**src/rtl/lab_pkg.sv**
```systemverilog
// Shared definitions for the rgb-lab pipeline: channel width, multiplier latency,
// framing FSM states and the threshold-set record.
package lab_pkg;

    localparam int DSIZE      = 8;
    localparam int LATENCY    = 4;
    localparam int SAT_OFFSET = 2 ** (DSIZE - 1);

    typedef enum logic {
        IDLE     = 1'b0,
        IN_FRAME = 1'b1
    } frame_state_e;

    typedef struct packed {
        logic [DSIZE-1:0] l_min;
        logic [DSIZE-1:0] l_max;
        logic [DSIZE-1:0] a_min;
        logic [DSIZE-1:0] a_max;
        logic [DSIZE-1:0] b_min;
        logic [DSIZE-1:0] b_max;
    } thr_t;

    localparam logic [DSIZE-1:0] DMAX = '1;

    localparam thr_t THR_RESET = '{
        l_min: '0, l_max: DMAX,
        a_min: '0, a_max: DMAX,
        b_min: '0, b_max: DMAX
    };

endpackage

```
**src/rtl/lab_threshold_mask_if.sv**
```systemverilog
// Pixel, threshold and mask/count signals between the lab matrix stage and the
// threshold-mask block; master drives pixels and thresholds, slave is the block.
interface lab_threshold_mask_if #(
    parameter int CNT_W = 20
) ();
    import lab_pkg::*;

    logic             in_valid;
    logic             in_sof;
    logic             in_eof;
    logic [DSIZE:0]   Li;
    logic [DSIZE:0]   Ai;
    logic [DSIZE:0]   Bi;
    logic [DSIZE-1:0] l_min;
    logic [DSIZE-1:0] l_max;
    logic [DSIZE-1:0] a_min;
    logic [DSIZE-1:0] a_max;
    logic [DSIZE-1:0] b_min;
    logic [DSIZE-1:0] b_max;

    logic             pix_valid;
    logic [DSIZE-1:0] Lo;
    logic [DSIZE-1:0] Ao;
    logic [DSIZE-1:0] Bo;
    logic             mask_valid;
    logic             mask;
    logic             mask_sof;
    logic             mask_eof;
    logic             frame_done;
    logic [CNT_W-1:0] match_count;

    modport master (
        output in_valid, in_sof, in_eof, Li, Ai, Bi,
               l_min, l_max, a_min, a_max, b_min, b_max,
        input  pix_valid, Lo, Ao, Bo, mask_valid, mask, mask_sof, mask_eof,
               frame_done, match_count
    );

    modport slave (
        input  in_valid, in_sof, in_eof, Li, Ai, Bi,
               l_min, l_max, a_min, a_max, b_min, b_max,
        output pix_valid, Lo, Ao, Bo, mask_valid, mask, mask_sof, mask_eof,
               frame_done, match_count
    );

endinterface

```
**src/rtl/lab_saturate.sv**
```systemverilog
// Combinational clamp of a two's-complement channel to unsigned DSIZE bits,
// optionally re-centred by +2^(DSIZE-1) first (used for the a/b chroma channels).
module lab_saturate
    import lab_pkg::*;
(
    input  logic [DSIZE:0]   x_i,
    input  logic             offset_en_i,
    output logic [DSIZE-1:0] y_o
);

    localparam int EW = DSIZE + 2;
    localparam logic [EW-1:0] OFFS = EW'(SAT_OFFSET);

    logic [EW-1:0] sum;

    // Two extra bits hold both the sign and the overflow past 2^DSIZE-1.
    assign sum = {x_i[DSIZE], x_i} + (offset_en_i ? OFFS : '0);

    always_comb begin
        y_o = sum[DSIZE-1:0];
        if (sum[EW-1]) begin
            y_o = '0;
        end else if (sum[DSIZE]) begin
            y_o = '1;
        end
    end

endmodule

```
**src/rtl/lab_threshold_mask.sv**
```systemverilog
// Re-aligns framing with the matrix latency, clamps L/a/b to 8 bits, and builds a
// frame-coherent box-threshold colour mask plus a per-frame matched-pixel count.
//
// state    | meaning
// IDLE     | between frames; pixels are masked but not counted
// IN_FRAME | sof seen; counting matched pixels until eof
module lab_threshold_mask
    import lab_pkg::*;
#(
    parameter int CNT_W = 20
) (
    input logic              clock,
    input logic              rst,
    lab_threshold_mask_if.slave io
);

    logic [LATENCY-1:0] vld_q, sof_q, eof_q;
    logic [DSIZE-1:0]   l_sat, a_sat, b_sat;

    logic               pix_valid_q, s1_sof_q, s1_eof_q;
    logic [DSIZE-1:0]   lo_q, ao_q, bo_q;

    frame_state_e       state_q;
    thr_t               thr_q, thr_live, thr_use;
    logic [CNT_W-1:0]   cnt_q, cnt_inc, match_q;
    logic               mask_valid_q, mask_q, mask_sof_q, mask_eof_q, frame_done_q;
    logic               in_box;

    always_ff @(posedge clock) begin
        if (rst) begin
            vld_q <= '0;
            sof_q <= '0;
            eof_q <= '0;
        end else begin
            vld_q <= {vld_q[LATENCY-2:0], io.in_valid};
            sof_q <= {sof_q[LATENCY-2:0], io.in_valid & io.in_sof};
            eof_q <= {eof_q[LATENCY-2:0], io.in_valid & io.in_eof};
        end
    end

    lab_saturate u_sat_l (.x_i(io.Li), .offset_en_i(1'b0), .y_o(l_sat));
    lab_saturate u_sat_a (.x_i(io.Ai), .offset_en_i(1'b1), .y_o(a_sat));
    lab_saturate u_sat_b (.x_i(io.Bi), .offset_en_i(1'b1), .y_o(b_sat));

    always_ff @(posedge clock) begin
        if (rst) begin
            pix_valid_q <= 1'b0;
            s1_sof_q    <= 1'b0;
            s1_eof_q    <= 1'b0;
            lo_q        <= '0;
            ao_q        <= '0;
            bo_q        <= '0;
        end else begin
            pix_valid_q <= vld_q[LATENCY-1];
            s1_sof_q    <= sof_q[LATENCY-1];
            s1_eof_q    <= eof_q[LATENCY-1];
            lo_q        <= l_sat;
            ao_q        <= a_sat;
            bo_q        <= b_sat;
        end
    end

    assign thr_live = '{
        l_min: io.l_min, l_max: io.l_max,
        a_min: io.a_min, a_max: io.a_max,
        b_min: io.b_min, b_max: io.b_max
    };

    // The sof pixel itself already sees the thresholds it latches.
    assign thr_use = (pix_valid_q && s1_sof_q) ? thr_live : thr_q;

    assign in_box = (thr_use.l_min <= lo_q) && (lo_q <= thr_use.l_max) &&
                    (thr_use.a_min <= ao_q) && (ao_q <= thr_use.a_max) &&
                    (thr_use.b_min <= bo_q) && (bo_q <= thr_use.b_max);

    assign cnt_inc = (&cnt_q) ? cnt_q : cnt_q + CNT_W'(in_box);

    always_ff @(posedge clock) begin
        if (rst) begin
            state_q      <= IDLE;
            thr_q        <= THR_RESET;
            cnt_q        <= '0;
            match_q      <= '0;
            frame_done_q <= 1'b0;
            mask_valid_q <= 1'b0;
            mask_q       <= 1'b0;
            mask_sof_q   <= 1'b0;
            mask_eof_q   <= 1'b0;
        end else begin
            frame_done_q <= 1'b0;
            mask_valid_q <= pix_valid_q;
            mask_q       <= pix_valid_q & in_box;
            mask_sof_q   <= pix_valid_q & s1_sof_q;
            mask_eof_q   <= pix_valid_q & s1_eof_q;
            if (pix_valid_q && s1_sof_q) begin
                thr_q <= thr_live;
            end
            if (pix_valid_q) begin
                if (s1_sof_q && s1_eof_q) begin
                    match_q      <= CNT_W'(in_box);
                    frame_done_q <= 1'b1;
                    cnt_q        <= '0;
                    state_q      <= IDLE;
                end else if (s1_sof_q) begin
                    cnt_q   <= CNT_W'(in_box);
                    state_q <= IN_FRAME;
                end else if (state_q == IN_FRAME) begin
                    if (s1_eof_q) begin
                        match_q      <= cnt_inc;
                        frame_done_q <= 1'b1;
                        state_q      <= IDLE;
                    end else begin
                        cnt_q <= cnt_inc;
                    end
                end
            end
        end
    end

    assign io.pix_valid   = pix_valid_q;
    assign io.Lo          = lo_q;
    assign io.Ao          = ao_q;
    assign io.Bo          = bo_q;
    assign io.mask_valid  = mask_valid_q;
    assign io.mask        = mask_q;
    assign io.mask_sof    = mask_sof_q;
    assign io.mask_eof    = mask_eof_q;
    assign io.frame_done  = frame_done_q;
    assign io.match_count = match_q;

endmodule

```
**src/flat_wrapper.sv**
```systemverilog
// flat-port wrapper written by rule: the top's interface ports become plain ports
module lab_threshold_mask_flat import lab_pkg::*;
#(
    parameter int CNT_W = 20
)
  (clock, rst, io_in_valid, io_in_sof, io_in_eof, io_Li, io_Ai, io_Bi, io_l_min, io_l_max, io_a_min, io_a_max, io_b_min, io_b_max, io_pix_valid, io_Lo, io_Ao, io_Bo, io_mask_valid, io_mask, io_mask_sof, io_mask_eof, io_frame_done, io_match_count);
  lab_threshold_mask_if #(.CNT_W(CNT_W)) io_i ();
  input logic clock;
  input logic rst;
  input wire logic [$bits(io_i.in_valid)-1:0] io_in_valid;
  input wire logic [$bits(io_i.in_sof)-1:0] io_in_sof;
  input wire logic [$bits(io_i.in_eof)-1:0] io_in_eof;
  input wire logic [$bits(io_i.Li)-1:0] io_Li;
  input wire logic [$bits(io_i.Ai)-1:0] io_Ai;
  input wire logic [$bits(io_i.Bi)-1:0] io_Bi;
  input wire logic [$bits(io_i.l_min)-1:0] io_l_min;
  input wire logic [$bits(io_i.l_max)-1:0] io_l_max;
  input wire logic [$bits(io_i.a_min)-1:0] io_a_min;
  input wire logic [$bits(io_i.a_max)-1:0] io_a_max;
  input wire logic [$bits(io_i.b_min)-1:0] io_b_min;
  input wire logic [$bits(io_i.b_max)-1:0] io_b_max;
  output wire logic [$bits(io_i.pix_valid)-1:0] io_pix_valid;
  output wire logic [$bits(io_i.Lo)-1:0] io_Lo;
  output wire logic [$bits(io_i.Ao)-1:0] io_Ao;
  output wire logic [$bits(io_i.Bo)-1:0] io_Bo;
  output wire logic [$bits(io_i.mask_valid)-1:0] io_mask_valid;
  output wire logic [$bits(io_i.mask)-1:0] io_mask;
  output wire logic [$bits(io_i.mask_sof)-1:0] io_mask_sof;
  output wire logic [$bits(io_i.mask_eof)-1:0] io_mask_eof;
  output wire logic [$bits(io_i.frame_done)-1:0] io_frame_done;
  output wire logic [$bits(io_i.match_count)-1:0] io_match_count;
  assign io_i.in_valid = io_in_valid;
  assign io_i.in_sof = io_in_sof;
  assign io_i.in_eof = io_in_eof;
  assign io_i.Li = io_Li;
  assign io_i.Ai = io_Ai;
  assign io_i.Bi = io_Bi;
  assign io_i.l_min = io_l_min;
  assign io_i.l_max = io_l_max;
  assign io_i.a_min = io_a_min;
  assign io_i.a_max = io_a_max;
  assign io_i.b_min = io_b_min;
  assign io_i.b_max = io_b_max;
  assign io_pix_valid = io_i.pix_valid;
  assign io_Lo = io_i.Lo;
  assign io_Ao = io_i.Ao;
  assign io_Bo = io_i.Bo;
  assign io_mask_valid = io_i.mask_valid;
  assign io_mask = io_i.mask;
  assign io_mask_sof = io_i.mask_sof;
  assign io_mask_eof = io_i.mask_eof;
  assign io_frame_done = io_i.frame_done;
  assign io_match_count = io_i.match_count;
  lab_threshold_mask #(.CNT_W(CNT_W)) u_core (.clock(clock), .rst(rst), .io(io_i));
endmodule
```
**config.mk**
```make
export PLATFORM = sky130hd
export DESIGN_NAME = lab_threshold_mask_flat
export DESIGN_NICKNAME = d
export VERILOG_FILES = /design/src/rtl/lab_pkg.sv /design/src/rtl/lab_threshold_mask_if.sv /design/src/rtl/lab_saturate.sv /design/src/rtl/lab_threshold_mask.sv /design/src/flat_wrapper.sv
export SDC_FILE = /design/constraint.sdc
export NUM_CORES = 1
export LEC_CHECK = 0
export CAP_MARGIN = 20
export CORE_ASPECT_RATIO = 0.8
export CORE_MARGIN = 2
export CORE_UTILIZATION = 60
export CTS_CLUSTER_SIZE = 12
export DETAILED_ROUTE_END_ITERATION = 6
export DONT_BUFFER_PORTS = 1
export PLACE_DENSITY_LB_ADDON = 0.15
export SLEW_MARGIN = 5
export SYNTH_ARGS = -nofsm -noshare
export SYNTH_HDL_FRONTEND = slang
export SYNTH_SLANG_ARGS = --single-unit
```
**constraint.sdc**
```tcl
create_clock -name clock -period 8.77 [get_ports clock]
set_input_delay 0.877 -clock clock [delete_from_list [all_inputs] [get_ports clock]]
set_output_delay 0.877 -clock clock [all_outputs]
set_load 0.02 [all_outputs]
```
==> flow_metrics.env, run 1 <==
export IMPL_drcViolationCount=0
export IMPL_hold_slack_ns=0.4348
export IMPL_status="finished clean"
export IMPL_maxSlewViolCount=0
export IMPL_antenna_violating_nets_post_route=0
export IMPL_h_tree_depth=4
export IMPL_drtPass1Iterations=4
export IMPL_start_kind="flop"
export IMPL_post_cts_buffers=0
export IMPL_maxSlewHeadroom_pct=46.35
export IMPL_fp_row_count=33
export IMPL_vias_per_cell=5.735
export IMPL_wl_um=13570
export IMPL_cap_violations=0
export IMPL_first_iter_violations=272
export IMPL_core_mm2=0.01016
export IMPL_fin_crit_sh_pct=54.74
export IMPL_clock_sinks=133
export IMPL_area_growth_pct=10.54
export IMPL_nets=779
export IMPL_crit_fanout=49
export IMPL_floorplan_initialDensity_pct=60.90
export IMPL_slowest_delay_ns=0.60
export IMPL_hold_path_class="flop to flop"
export IMPL_ff2ff_setup_slack_ns=3.97
export IMPL_die_h_um=94.82
export IMPL_yosysSeqAreaShare_pct=43.04
export IMPL_grt_use_total_pct=25.07
export IMPL_dieArea_mm2=0.01114
export IMPL_antenna_cells=0
export IMPL_synthesis_area_mm2=0.006186
export IMPL_dp_slack_ns=4.003
export IMPL_cts_resized=0
export IMPL_dp_cells=766
export IMPL_fmax_mhz=208.3
export IMPL_layout_min_cycle_time_ns=4.801
export IMPL_leakage_nw=2.932
export IMPL_worst_path_max_delay_cell="buf_4"
export IMPL_dpl_hpwl_um=9770
export IMPL_synth_edf_count=0
export IMPL_clockBufferDepth=2
export IMPL_vdd_drop_max_mv=0.1636
export IMPL_grt_max_degree=90
export IMPL_syn_instance_count=654
export IMPL_synth_warnings=0
export IMPL_wl_per_cell_um=17.02
export IMPL_cts_inserted_buffers=17
export IMPL_hold_violations=0
export IMPL_rsz0062_at_grt="false"
export IMPL_clk_pin_slew_worst_paths_ns=0.05
export IMPL_worstPathBufferInverterCount=2
export IMPL_synth_distinct_cells=53
export IMPL_place_gp_congestion=0.8726
export IMPL_endpoint_kind="flop"
export IMPL_fp_dieW_um=117.5
export IMPL_worst_clock_skew_ns=0.007173
export IMPL_tightest_slew_ns=0.7963
export IMPL_critPathKind="flop to flop"
export IMPL_grt_pass1_wl_um=21990
export IMPL_antenna_found_initial=0
export IMPL_crit_family="simple AND/OR/NAND/NOR gates"
export IMPL_synthFlopType="dfxtp_1"
export IMPL_utilization_pct=67.32
export IMPL_path_cells="nand2_2, buf_4, mux2_2, ha_1, a211oi_1, nor2_1, nor4bb_1, o32ai_1, nor2_1, ha_1, ha_1, inv_1, or3_1, nor2_2, nand3_1, xor2_1, o21ai_0"
export IMPL_grt_pass1_vias=4432
export IMPL_io_buffers=0
export IMPL_vias=4571
export IMPL_worstPathRequired_ns=9.10
export IMPL_insertion_delay_ns=0.41
export IMPL_crit_arrival_ns=5.13
export IMPL_drive_gt1_share_pct=10.35
export IMPL_ctsHoldBuffers=0
export IMPL_tns_ns=0
export IMPL_layoutNonFillerInstCount=797
export IMPL_cts_root_buf="clkbuf_16"
export IMPL_ys_seq_elements=133
export IMPL_crit_top_cell="ha_1"
export IMPL_syn_avg_cell_area_um2=9.459
export IMPL_overflow=0
export IMPL_syn_num_nets=788
export IMPL_setup_ws_ns=3.969
export IMPL_power_density_mw_per_mm2=202.8
export IMPL_setup_violations=0
export IMPL_io_pins=130
export IMPL_cts_tree="done"
export IMPL_synth_async_sr_flop_share_pct=0
==> cell type report <==
class	instances	area, µm²
sequential	133	2663
clock inverter	10	130.1
clock buffer	21	460.4
multi-input combinational	447	3229
inverter	44	165.2
fill	844	3319
timing repair buffer	2	15.01
tap	140	175.2
==> routing by layer <==
metal,GRT usage [%],part of all wire (%),up-vias
met5,0,0,-
met4,10.14,1.7,0
met3,8.273,7.5,18
met2,39.42,44,148
met1,32.13,47,2143
li1,-,-,2262
==> cell usage after synthesis, drive strengths merged, types with 8 or more instances <==
| cell | number | area share [%] |
|---|---|---|
| inv | 44 | 2.7 |
| dfxtp | 133 | 43 |
| clkbuf | 22 | 1.3 |
| o21ai | 41 | 3.3 |
| nand3 | 9 | 0.73 |
| nand4 | 14 | 1.4 |
| a31oi | 8 | 0.81 |
| a21oi | 48 | 3.9 |
| nor2b | 46 | 4.7 |
| and2 | 13 | 1.4 |
| mux2 | 24 | 4.4 |
| nor2 | 21 | 1.3 |
| nand2b | 23 | 2.3 |
| nand2 | 35 | 2.1 |
| ha | 54 | 11 |
| xor2 | 9 | 1.3 |
| buf | 8 | 0.79 |
| mux2i | 24 | 3.9 |
==> worst paths after layout <==
kind | from | end | depth (start not counted)
setup reg to reg | u_core.io.pix_valid$_SDFF_PP0_ | u_core.io.match_count[10]$_SDFFE_PP0P_ | 17
hold reg to reg | u_core.sof_q[2]$_SDFF_PP0_ | u_core.sof_q[3]$_SDFF_PP0_ | 1
setup / recovery | u_core.io.pix_valid$_SDFF_PP0_ | u_core.io.match_count[10]$_SDFFE_PP0P_ | 17
hold / removal | u_core.sof_q[2]$_SDFF_PP0_ | u_core.sof_q[3]$_SDFF_PP0_ | 1
==> where the power goes <==
| part | switching, mW | internal, mW | total (mW) | leakage, nW |
|---|---|---|---|---|
| registers | 0.0184 | 0.614 | 0.632 | 1.08 |
| logic | 0.0258 | 0.0210 | 0.0468 | 1.56 |
| clock network | 0.250 | 0.458 | 0.708 | 0.288 |
| total | 0.295 | 1.09 | 1.39 | 2.93 |
==> worst reg2reg max path, stage by stage (launching register included) <==
cell	delay [ns]
dfxtp_1	0.47
nand2_2	0.11
buf_4	0.60
mux2_2	0.43
ha_1	0.28
a211oi_1	0.25
nor2_1	0.09
nor4bb_1	0.34
o32ai_1	0.21
nor2_1	0.15
ha_1	0.23
ha_1	0.24
inv_1	0.05
or3_1	0.44
nor2_2	0.32
nand3_1	0.18
xor2_1	0.17
o21ai_0	0.15
==> metrics by stage <==
stage | area (µm²) | total power [mW]
2_1_floorplan | 6186 | 0.6819
3_3_place_gp | 6247 | 0.6877
3_5_place_dp | 6247 | 0.6910
4_1_cts | 6838 | 1.397
5_1_grt | 6838 | 1.434
6_report | 6838 | 1.387
==> registers in the layout (all words and copies together), names as in the netlist <==
register               cells
u_core.io.mask_valid       1
u_core.io.frame_done       1
u_core.io.Ao               8
u_core.sof_q               4
u_core.io.pix_valid        1
u_core.io.mask             1
u_core.io.Bo               8
u_core.s1_sof_q            1
u_core.thr_q              48
u_core.io.mask_eof         1
u_core.io.Lo               8
u_core.s1_eof_q            1
u_core.cnt_q              20
u_core.eof_q               4
u_core.state_q             1
u_core.vld_q               4
u_core.io.match_count     20
u_core.io.mask_sof         1
==> cells in the final DEF, fill, tap and decap left out, types with 7 or more instances in the layout <==
cell | synthesis | final
and2_1 | 12 | 12
inv_1 | 44 | 44
o21ai_0 | 40 | 40
nand2b_1 | 23 | 23
a31oi_1 | 8 | 8
xor2_1 | 9 | 9
nand4_1 | 14 | 14
nand2_1 | 35 | 34
ha_1 | 54 | 54
dfxtp_1 | 133 | 133
clkbuf_16 | 0 | 17
mux2i_1 | 24 | 24
and3_1 | 7 | 7
nor2b_1 | 46 | 46
o31ai_1 | 7 | 7
a21oi_1 | 47 | 47
mux2_2 | 24 | 24
nor2_1 | 20 | 20
nand3_1 | 9 | 9
==> cell families (layout without fill, tap and decap cells) <==
group | Yosys count | count (layout) | share of synthesized area [%]
and+or+nand+nor | 194 | 194 | 17.74
AOI/OAI and AO/OA | 137 | 137 | 13.27
DFF | 133 | 133 | 43.04
buffers and inverters | 74 | 77 | 4.794
adders and majority gates | 54 | 54 | 10.92
muxes | 48 | 48 | 8.252
xor gates and xnor gates | 14 | 14 | 1.982
Note: power is estimated with default switching activity, not from simulation.
==> run 2: changes to the inputs <==
- CORE_UTILIZATION: 60 -> 57
- clock period: 8.77 -> 4.3 ns (I/O delays scaled with it)
==> flow_metrics.env, run 2 (synthesis gave the netlist of run 1 again) <==
export IMPL_worst_path_max_delay_cell="or3_1"
export IMPL_die_h_um=97.18
export IMPL_cts_inserted_buffers=17
export IMPL_dpl_hpwl_um=10060
export IMPL_vias_per_cell=5.766
export IMPL_utilization_pct=66.70
export IMPL_crit_fanout=12
export IMPL_fin_crit_sh_pct=95.00
export IMPL_hold_violations=0
export IMPL_grt_max_degree=90
export IMPL_ff2ff_setup_slack_ns=0.21
export IMPL_maxSlewViolCount=0
export IMPL_cts_root_buf="clkbuf_16"
export IMPL_fillers=828
export IMPL_vdd_drop_max_mv=0.3425
export IMPL_antenna_cells=0
export IMPL_worstPathRequired_ns=4.58
export IMPL_wl_um=13710
export IMPL_cap_violations=0
export IMPL_critPathKind="flop to flop"
export IMPL_fmax_mhz=244.8
export IMPL_hold_start="rst"
export IMPL_clk_pin_slew_worst_paths_ns=0.06
export IMPL_drcViolationCount=0
export IMPL_clock_sinks=133
export IMPL_first_iter_violations=339
export IMPL_total_power_mw=2.834
export IMPL_endpoint_kind="flop"
export IMPL_antenna_violating_nets_post_route=0
export IMPL_area_growth_pct=12.20
export IMPL_tightest_slew_ns=0.7743
export IMPL_wl_per_cell_um=17.01
export IMPL_io_buffers=0
export IMPL_regMostFlops="u_core.thr_q"
export IMPL_path_cells="nand2_2, buf_6, buf_4, mux2_2, ha_1, nand4_1, o22ai_1, nand4_1, nor2_1, ha_2, ha_1, inv_1, or3_1, nor2_4, a31oi_1, o21ai_0, o31ai_1"
export IMPL_clockBufferDepth=2
export IMPL_power_density_mw_per_mm2=408.4
export IMPL_fp_row_count=33
export IMPL_antenna_found_initial=1
export IMPL_vias=4647
export IMPL_final_area_mm2=0.006940
export IMPL_overflow=0
export IMPL_crit_arrival_ns=4.37
export IMPL_hold_path_class="input port to flop"
export IMPL_multiInputGateArea_mm2=0.003264
export IMPL_drive_gt1_share_pct=12.46
export IMPL_grt_use_total_pct=24.06
export IMPL_hold_slack_ns=0.07435
export IMPL_fp_dieW_um=120.5
export IMPL_nets=787
export IMPL_io_pins=130
export IMPL_slowest_delay_ns=0.47
export IMPL_cts_tree="done"
export IMPL_floorplan_initialDensity_pct=59.45
export IMPL_rsz0062_at_grt="false"
export IMPL_final_cell_mix="dfxtp_1, ha_1, a21oi_1"
export IMPL_insertion_delay_ns=0.42
export IMPL_start_kind="flop"
export IMPL_worst_clock_skew_ns=0.009636
export IMPL_drtPass1Iterations=5
export IMPL_maxSlewHeadroom_pct=47.84
export IMPL_grt_pass1_wl_um=22180
export IMPL_tns_ns=0
export IMPL_dieArea_mm2=0.01171
export IMPL_post_dp_cell_area_mm2=0.006292
export IMPL_final_common_cell="dfxtp_1"
export IMPL_register_area_mm2=0.002663
export IMPL_core_mm2=0.01041
export IMPL_reg2reg_from="u_core.s1_sof_q$_SDFF_PP0_"
export IMPL_leakage_nw=2.974
export IMPL_crit_start="u_core.s1_sof_q$_SDFF_PP0_"
export IMPL_setup_violations=0
export IMPL_largest_reg_flops=48
export IMPL_h_tree_depth=4
export IMPL_layout_min_cycle_time_ns=4.085
export IMPL_place_gp_congestion=0.9261
export IMPL_status="finished clean"
export IMPL_grt_pass1_vias=4483
run 2: changes by cell type in the layout (fill, tap and decap cells not counted), sizes merged:
cell | before | now
buf | 2 | 10
clkinvlp | 2 | 3
bufinv | 3 | 2
clkbuf | 21 | 17
clkinv | 5 | 4
inv | 44 | 50
run 2: cell type report:
cell class	instances	share of cell area, %
Multi-Input combinational cell	447	47.03
Sequential cell	133	38.36
Clock buffer	17	6.129
Tap cell	140	2.524
Clock inverter	15	2.434
Inverter	44	2.380
Timing Repair Buffer	10	1.136
run 2: per-stage QoR:
stage | cells | worst slack (ns)
final | 806 | 0.2149
after floorplan | 654 | 0.2140
after CTS | 804 | 0.05381
after detailed placement | 772 | 0.05289
after global placement | 772 | 0.2894
after global routing | 806 | 0.009090
run 2: report_power, final:
group          internal, mW  leakage, nW  switching, mW
clock                 0.866        0.283          0.576
combinational        0.0490         1.61         0.0554
sequential             1.25         1.08         0.0368
run 2: path summary, 6_finish.rpt:
kind / end / depth (start not counted)
hold / removal: u_core.eof_q[2]$_SDFF_PP0_ / 1
hold reg to reg: u_core.sof_q[3]$_SDFF_PP0_ / 1
setup / recovery: u_core.cnt_q[10]$_SDFFE_PP0P_ / 17
setup reg to reg: u_core.cnt_q[10]$_SDFFE_PP0P_ / 17
run 2: worst max-delay path: cells and delay by family, from the launching register on:
kind	cells	cell delay, ns
muxes	1	0.39
AOI/OAI and AO/OA	4	0.70
adders and majority gates	3	0.72
and+or+nand+nor	6	1.39
DFF	1	0.32
buffers and inverters	3	0.43
run 2: repair_timing:
item / 4_1_cts / 5_1_grt
hold endpoints to repair: 0 / 0
hold buffers: 0 / 0
endpoints found under the setup margin: 0 / 11
resized for setup: 0 / 7
setup buffers: 0 / 2
run 2: layer usage:
layer | part of all wire (%) | global-route usage [%] | routed length, µm | up-vias
met1 | 46 | 32.25 | 6342 | 2182
met3 | 8.2 | 9.977 | 1120 | 27
met5 | 0.12 | 0 | 16 | -
li1 | - | - | - | 2293
met4 | 1.7 | 7.335 | 228 | 2
met2 | 44 | 35.29 | 6000 | 143
